### config.mk
export PLATFORM = sky130hd
export DESIGN_NAME = issue_hazard_unit
export DESIGN_NICKNAME = d
export VERILOG_FILES = /design/src/rtl/issue_hazard_unit_pkg.sv /design/src/rtl/issue_hazard_unit_reg_scoreboard.sv /design/src/rtl/issue_hazard_unit.sv
export SDC_FILE = /design/constraint.sdc
export NUM_CORES = 1
export LEC_CHECK = 0
export ABC_AREA = 1
export BUFFER_PORTS_ARGS = -buffer_cell sky130_fd_sc_hd__buf_2
export CORE_ASPECT_RATIO = 0.75
export CORE_MARGIN = 3
export CORE_UTILIZATION = 35
export CTS_BUF_LIST = sky130_fd_sc_hd__clkbuf_4
export DETAILED_ROUTE_END_ITERATION = 7
export GPL_ROUTABILITY_DRIVEN = 0
export GPL_TIMING_DRIVEN = 0
export PLACE_DENSITY = 0.49
export SYNTH_ARGS = -nofsm -noshare
export SYNTH_HDL_FRONTEND = slang
export SYNTH_SLANG_ARGS = --single-unit
### constraint.sdc
create_clock -name clk -period 8.8 [get_ports clk]
set_clock_uncertainty 0.15 [all_clocks]
set_input_delay 1.76 -clock clk [delete_from_list [all_inputs] [get_ports clk]]
set_output_delay 1.76 -clock clk [all_outputs]
set_load 0.01 [all_outputs]
### src/rtl/issue_hazard_unit_pkg.sv
// Shared register-file sizing and issue FSM state encoding for the dual-slot
// issue hazard logic.
package issue_hazard_unit_pkg;

    localparam int unsigned NUM_REGISTERS      = 32;
    localparam int unsigned NUM_REGISTERS_LOG2 = 5;

    typedef logic [NUM_REGISTERS_LOG2-1:0] reg_idx_t;

    typedef enum logic {
        ISSUE_RUN   = 1'b0,
        ISSUE_SPLIT = 1'b1
    } issue_state_t;

endpackage

### src/rtl/issue_hazard_unit_reg_scoreboard.sv
// Busy-bit scoreboard of registers awaiting an in-flight load result, with
// per-slot source lookups that bypass the load completing this cycle.
module reg_scoreboard
    import issue_hazard_unit_pkg::*;
(
    input  logic     clk,
    input  logic     reset_n,
    input  logic     set0,
    input  reg_idx_t set0_rd,
    input  logic     set1,
    input  reg_idx_t set1_rd,
    input  logic     clear,
    input  reg_idx_t clear_rd,
    input  reg_idx_t rs0,
    input  reg_idx_t rt0,
    input  reg_idx_t rs1,
    input  reg_idx_t rt1,
    output logic     blocked0,
    output logic     blocked1
);

    logic [NUM_REGISTERS-1:0] busy;
    logic [NUM_REGISTERS-1:0] busy_next;

    function automatic logic src_blocked(
        input logic [NUM_REGISTERS-1:0] busy_vec,
        input logic                     done,
        input reg_idx_t                 done_rd,
        input reg_idx_t                 src
    );
        return busy_vec[src] && !(done && (done_rd == src));
    endfunction

    // Clear is applied first so a same-cycle set of the same register wins.
    always_comb begin
        busy_next = busy;
        if (clear) busy_next[clear_rd] = 1'b0;
        if (set0)  busy_next[set0_rd]  = 1'b1;
        if (set1)  busy_next[set1_rd]  = 1'b1;
        busy_next[0] = 1'b0;
    end

    always_ff @(posedge clk or negedge reset_n) begin
        if (!reset_n) busy <= '0;
        else          busy <= busy_next;
    end

    assign blocked0 = src_blocked(busy, clear, clear_rd, rs0) ||
                      src_blocked(busy, clear, clear_rd, rt0);
    assign blocked1 = src_blocked(busy, clear, clear_rd, rs1) ||
                      src_blocked(busy, clear, clear_rd, rt1);

endmodule

### src/rtl/issue_hazard_unit.sv
// Issue-side hazard unit: decides which slots of the IF/ID pair issue, stalls
// the front end, counts outstanding loads and registers the slot age bit.
module issue_hazard_unit
    import issue_hazard_unit_pkg::*;
#(
    parameter  int unsigned MAX_LOADS = 4,
    localparam int unsigned CNTW      = $clog2(MAX_LOADS + 1)
) (
    input  logic            clk,
    input  logic            reset_n,
    input  logic            flush,
    input  logic            if_id_valid,
    input  reg_idx_t        if_id_rs0,
    input  reg_idx_t        if_id_rt0,
    input  reg_idx_t        if_id_rs1,
    input  reg_idx_t        if_id_rt1,
    input  reg_idx_t        if_id_rd0,
    input  reg_idx_t        if_id_rd1,
    input  logic            if_id_reg_write0,
    input  logic            if_id_reg_write1,
    input  logic            if_id_mem_read0,
    input  logic            if_id_mem_read1,
    input  logic            load_done,
    input  reg_idx_t        load_done_rd,
    output logic            stall,
    output logic            issue0,
    output logic            issue1,
    output logic            first,
    output logic [CNTW-1:0] loads_pending
);

    localparam int unsigned SUMW = CNTW + 2;

    issue_state_t    state;
    issue_state_t    next_state;
    logic            blocked0;
    logic            blocked1;
    logic            intra;
    logic            cap0;
    logic            cap01;
    logic            cap1;
    logic [SUMW-1:0] base;
    logic [SUMW-1:0] pending_next;

    reg_scoreboard u_scoreboard (
        .clk      (clk),
        .reset_n  (reset_n),
        .set0     (issue0 && if_id_mem_read0 && if_id_reg_write0 && (if_id_rd0 != '0)),
        .set0_rd  (if_id_rd0),
        .set1     (issue1 && if_id_mem_read1 && if_id_reg_write1 && (if_id_rd1 != '0)),
        .set1_rd  (if_id_rd1),
        .clear    (load_done),
        .clear_rd (load_done_rd),
        .rs0      (if_id_rs0),
        .rt0      (if_id_rt0),
        .rs1      (if_id_rs1),
        .rt1      (if_id_rt1),
        .blocked0 (blocked0),
        .blocked1 (blocked1)
    );

    assign intra = if_id_reg_write0 && (if_id_rd0 != '0) &&
                   ((if_id_rs1 == if_id_rd0) || (if_id_rt1 == if_id_rd0));

    // Capacity is judged against the count after this cycle's completion.
    assign base  = SUMW'(loads_pending) - SUMW'(load_done);
    assign cap0  = (base + SUMW'(if_id_mem_read0)) > SUMW'(MAX_LOADS);
    assign cap01 = (base + SUMW'(if_id_mem_read0) + SUMW'(if_id_mem_read1)) > SUMW'(MAX_LOADS);
    assign cap1  = (base + SUMW'(if_id_mem_read1)) > SUMW'(MAX_LOADS);

    always_comb begin
        stall      = 1'b0;
        issue0     = 1'b0;
        issue1     = 1'b0;
        next_state = state;
        if (!reset_n) begin
            next_state = ISSUE_RUN;
        end else if (flush) begin
            next_state = ISSUE_RUN;
        end else begin
            case (state)
                ISSUE_RUN: begin
                    if (if_id_valid) begin
                        if (blocked0 || cap0) begin
                            stall = 1'b1;
                        end else if (intra || blocked1 || cap01) begin
                            issue0     = 1'b1;
                            stall      = 1'b1;
                            next_state = ISSUE_SPLIT;
                        end else begin
                            issue0 = 1'b1;
                            issue1 = 1'b1;
                        end
                    end
                end
                ISSUE_SPLIT: begin
                    if (blocked1 || cap1) begin
                        stall = 1'b1;
                    end else begin
                        issue1     = 1'b1;
                        next_state = ISSUE_RUN;
                    end
                end
                default: next_state = ISSUE_RUN;
            endcase
        end
    end

    assign pending_next = SUMW'(loads_pending)
                        + SUMW'(issue0 && if_id_mem_read0)
                        + SUMW'(issue1 && if_id_mem_read1)
                        - SUMW'(load_done);

    always_ff @(posedge clk or negedge reset_n) begin
        if (!reset_n) begin
            state         <= ISSUE_RUN;
            first         <= 1'b0;
            loads_pending <= '0;
        end else begin
            state         <= next_state;
            first         <= (state == ISSUE_SPLIT) && issue1;
            loads_pending <= pending_next[CNTW-1:0];
        end
    end

    a_no_underflow : assert property (@(posedge clk) disable iff (!reset_n)
        !(load_done && (loads_pending == '0)));

endmodule
=== Word level (Yosys, flattened, before mapping) ===
Cells that the tools add are included.

* $add $sub $neg: 7
* Bitwise operators: 5
* Order comparisons: 13
* Eq/ne operators: 6
* Mux-type cells: 41
* Reduce and logical (&&, ||, !) cells: 33

{| class="wikitable"
|+ Operators by type and width
! operator !! number
|-
| 32-bit 2-to-1 mux || 3
|-
| 32-bit OR || 2
|-
| 5-bit by 6-bit < comparator with 1-bit output (second input constant) || 7
|-
| 32-bit bitwise AND || 1
|-
| 32-bit inverter || 1
|-
| 5-bit == test || 6
|-
| 1-bit 2-to-1 mux || 28
|-
| 1-bit binary-select mux with 5-bit select || 4
|-
| 1-bit logical AND || 20
|-
| 1-bit demux with 5-bit select || 3
|-
| 5-bit by 1-bit greater-or-equal comparator with 1-bit output (second input constant) || 3
|-
| 5-bit by 3-bit greater-than comparator with 1-bit output (second input constant) || 3
|-
| 4-bit by 2-bit adder with 5-bit output || 2
|-
| 5-bit nonzero test || 2
|-
| 1-bit logical OR || 7
|-
| 3-bit by 1-bit adder with 3-bit output || 2
|-
| 1-bit case mux with 2 select lines || 3
|-
| 5-bit by 1-bit adder with 5-bit output || 1
|-
| 1-bit logical NOT || 4
|-
| 3-bit by 1-bit subtractor with 4-bit output || 1
|-
| 3-bit by 1-bit subtractor with 3-bit output || 1
|-
| 1-bit inverter || 1
|}

* Output and inout bits: 7
* Word-level logic and storage cells: 109
* Input port bits: 44
* Bits in registers: 36

=== Depth between registers and ports, before layout ===
* Depth after elaboration: 17
* Mapped depth: 22
* Mapped depth without buffers: 21

=== Cells and area by module ===
A second synthesis with hierarchy kept.

* Cells, all modules: 669
* Area total of the unflattened synthesis: 4095.2 sq um

{| class="wikitable"
|+ Modules (own cells, without submodules)
! module !! cells an instance !! area each (sq um) !! instances !! seq. area each (sq um)
|-
| reg_scoreboard || 516 || 3148.0 || 1 || 775.7
|-
| issue_hazard_unit || 153 || 947.2 || 1 || 125.1
|}

=== Worst setup path after synthesis ===
Ideal clock, no wire load.

* Path type: input to output
* From: in load_done
* To: out issue1
* Path buffers: 1
* Required time: 6.890 ns
* Slack: 2.965 ns
* Arrival time: 3.925 ns
* Stages on the path: 14
* Cell sequence: ha_1 > ha_1 > inv_1 > ha_1 > ha_1 > or2_2 > nand2_1 > nor2_1 > a21oi_1 > nand3b_1 > nor2_2 > nand3_2 > nand2_4 > buf_6

* Longest elaborated chain between the ends: 12
* Elaborated cells between the ends (all ways): 32
* Those cells by class: add/sub: 4; order compare: 3; mux: 7; reduce/logical: 18

{| class="wikitable"
|+ RTL lines
! what !! line !! RTL
|-
| start: declaration || issue_hazard_unit.sv:23 || <nowiki>input logic load_done,</nowiki>
|-
| branches (longest 9 deep; another with 4-bit by 2-bit adder with 5-bit output) || -- ||
|-
| 1-bit case mux with 2 select lines (*) || issue_hazard_unit.sv:81 || <nowiki>case (state)</nowiki>
|-
| 1-bit 2-to-1 mux (*) || issue_hazard_unit.sv:78 || <nowiki>end else if (flush) begin</nowiki>
|-
| 1-bit 2-to-1 mux (*) || issue_hazard_unit.sv:76 || <nowiki>if (!reset_n) begin</nowiki>
|-
| end: declaration || issue_hazard_unit.sv:27 || <nowiki>output logic issue1,</nowiki>
|}

Mark *: on every way between the ends.

=== Worst setup path in the final report ===
Ends and elaborated chain as after synthesis.

==> results <==
- The TritonCTS clock tree is yes.
- Compared with the post-synthesis result, the final layout area differs by 9.44%.
- After floorplanning, the core was divided into 35 placement rows.
- In the final layout, the share of cells above drive strength 1 is 12.2%.
- The worst hold path passes through 2 cells.
- The die covers 14400 um2.
- The number of cells traversed by the worst register-to-register path is 19.
- Synthesis inferred 36 register bits.
- The number of different library cells used by synthesis comes to 36.
- The total I/O pin count is 51.
- Post-CTS repair changed the size of 0 cells.
- The antenna diode count is 0.
- Yosys printed 0 warnings.
- The number of synthesized flops with an enable pin is 0.
- The effective utilization at floorplan is 36.4%.
- The max-slew violation total from the final report is 0.
- The post-placement worst setup slack is 2.40 ns.
- The overall via count from detail_route is 5397.
- Derived from the worst setup path, the maximum achievable clock frequency is 0.156 GHz.
- The worst setup path is launched from a primary input.
- The average cell area after synthesis is 5.84 um2.
- The post-synth net total is 834.
- The tool flagged a number of max-cap violations equal to 0.
- Entering global routing, the biggest net connects 38 pins.
- The detail route stage leaves a number of antenna-violating nets equal to 0.
- The via count of the first global-routing pass was 4906.
- After routing, the total negative slack on setup checks comes to 0 ns.
- The clock period minus final worst setup slack is 6.42 ns.
- The detail-routed net length per standard cell is 18.2 um.
- After global routing the overflow that remains totals 0.
- The number of remaining DRC errors is 0.
- The async set or reset register ratio after synthesis is 100%.
- The number of instances in the synthesized netlist is 778.
- The die span in x is 138 um.
- Dividing the final minimum period by the clock period gives 73.0%.
- Global routing used 24.9% of the available tracks.
- The layout net count is 874.
- The prevailing post-synth register cell is dfrtp_1.
- The number of setup violations in the final report is 0.
- The depth of the CTS H-tree is 2.
- The start of the worst register-to-register path is loads_pending[0].
- Setup repair after global routing left no endpoint under its margin.
- The number of clock buffers added by TritonCTS is 5.
- The via density per instance is 5.48.
- For this block, the routed nets add up to 17.9 mm of wire.
- Input and output buffers added on the ports amount to 33.
- After legalization and detailed placement, the total HPWL measured 14.0 mm.
- The startpoint of the tightest hold check path is state.
- The master cell of the clock root buffer is clkbuf_4.
- The worst-case vdd ir drop is 0.0873 mV.
- The worst register-to-register path has a setup slack of 4.70 ns.
- In this run the standard cell core region covers 12500 um2.
- The detailed router's first-iteration violation count is 492.
- The die is 105 um tall.
- The final worst-path setup slack is 2.38 ns.
- The clock passes through at most 2 buffers.
- In this run the cell area of the synthesized design comes to 4550 um2.
- The number of antenna violations at the first check in global routing is 0.
- Measured against its own limit, the worst slew margin works out to 17.1%.
- The count of endpoints failing hold in the final timing report is 0.
- For hold timing, the worst endpoint is state.
- The clock-pin slew reported for the worst setup and hold paths after clock tree synthesis is 0.10 ns.
- The largest driver fanout on the critical path is 10.
- The run finished with clean final reports.
- Dividing total power by cell area gives a power density of 161 nW/um2.
- The tree built by TritonCTS fans out to 36 sinks.
- Summed over all cells, the static leakage comes to 0.00241 uW.
- The first TritonRoute pass finished after 6 iterations.
- The worst setup path is captured at an output port.
- The worst-margin pin slew is 1.23 ns.
- The path class of the lowest-slack min-delay path is register to register.
- The reg-to-reg endpoint is loads_pending[1].
- The critical path in this run is classified as primary input to output port.
- For this run, the register share of the synthesized area comes to 19.8%.
- The data required time at the worst endpoint is 6.89 ns.
- STA puts the critical path data arrival time at 4.51 ns.
- The first global-routing pass estimated 27.4 mm of wire.
- The clock latency at the later pin of the worst-skew pair is 0.37 ns.
- The buffers inserted during post-CTS setup optimization is 0.
- The number of hold-repair buffers added at the cts stage is 0.
-- worst max-delay path by stage --
| stage | start | endpoint | slack [ns] | cells after the start |
|---|---|---|---|---|
| 5_1_grt | load_done | issue1 | 2.24 | 16 |
| 4_1_cts | load_done | issue1 | 2.39 | 16 |
| 3_3_place_gp | load_done | issue1 | 2.47 | 16 |
| 3_5_place_dp | load_done | issue1 | 2.40 | 16 |
| 2_1_floorplan | load_done | issue1 | 2.97 | 14 |
| 6_report | load_done | issue1 | 2.38 | 16 |
-- through the flow --
| stage | total power, uW | utilization, % | std cells | instance area [um2] | hold slack, ns |
|---|---|---|---|---|---|
| after floorplan | 548 | - | 778 | 4550 | 0.369 |
| after global placement | 687 | 39.4 | 977 | 4920 | 0.442 |
| after detailed placement | 698 | 39.4 | 977 | 4920 | 0.438 |
| after CTS | 795 | 39.9 | 985 | 4970 | 0.464 |
| after global routing | 875 | 39.9 | 985 | 4970 | 0.493 |
| final | 801 | 39.9 | 985 | 4970 | 0.454 |
-- cell usage in the layout (no fill, tap or decap), types with 2 or more instances in the layout --
cell type,instances
nand2_1,202
nand3_1,115
nor2_1,114
inv_1,82
buf_2,51
a21oi_1,44
dfrtp_1,36
nand4_1,33
nor3_1,22
buf_6,14
o211ai_1,14
xor2_1,13
o22ai_1,11
ha_1,10
o21ai_0,8
inv_2,6
clkbuf_4,6
buf_4,4
clkbuf_1,3
nand3_2,3
nand2_2,3
nor2_2,3
xnor2_1,3
inv_6,2
nand3b_1,2
fa_1,2
-- layout make-up --
class                      instances  area (um2)
fill                            1434        7510
tap                              166         208
clock inverter                     2        11.3
timing repair buffer              33         165
multi-input combinational        612        3000
buffer                            40         294
inverter                          90         348
sequential                        36         901
clock buffer                       6        45.0
-- routing by layer --
metal	up-vias	GRT usage (%)	share of wire [%]	routed length, um
met1	2453	37.6	46	8190
met2	290	34.7	41	7360
met3	23	7.56	11	2040
met4	0	4.49	1.7	312
li1	2631	-	-	-
met5	-	0	0	0
-- cell usage after synthesis, types with 2 or more instances --
library cell,n,share of area [%]
fa_1,2,0.88
o21ai_0,8,0.88
nand2_1,202,17
nand3_2,3,0.66
nor3_1,22,2.4
xor2_1,13,2.5
dfrtp_1,36,20
buf_6,14,3.5
nand4_1,33,4.5
inv_6,2,0.39
a21oi_1,44,4.8
buf_4,4,0.66
xnor2_1,3,0.58
clkbuf_1,3,0.25
nand2_2,3,0.41
ha_1,10,2.8
nand3_1,115,13
nand3b_1,2,0.33
nor2_2,3,0.41
o211ai_1,14,2.3
nor2_1,114,9.4
o22ai_1,11,1.5
inv_2,6,0.50
inv_1,82,6.8
buf_2,18,2.0
-- logic make-up after synthesis --
logic type | count (synthesis) | synth area share, %
and+or+nand+nor | 504 | 49.4
buffers and inverters | 130 | 14.1
AOI/OAI and AO/OA | 80 | 9.99
DFF | 36 | 19.8
xor gates and xnor gates | 16 | 3.08
adders and majority gates | 12 | 3.63
-- flip-flops by register name (all words and copies together) (netlist names) --
signal and flops:
u_scoreboard.busy 31, first 1, state 1, loads_pending 3
-- critical path: stages --
cell and delay (ns):
buf_2 0.15, ha_1 0.22, ha_1 0.28, inv_1 0.09
ha_1 0.34, ha_1 0.29, or2_2 0.29, nand2_1 0.07
nor2_1 0.04, a21oi_1 0.15, nand3b_1 0.13, nor2_2 0.15
nand3_2 0.11, nand2_4 0.14, buf_6 0.15, buf_2 0.13
-- where the power goes --
group	switching [uW]	leakage [uW]	total (uW)	internal [uW]
Combinational	305	0.00195	460	155
Sequential	42.4	0.000433	246	204
Clock	61.4	0.0000293	95.0	33.5
Total	409	0.00241	801	392
(Power assumes the default switching activity.)
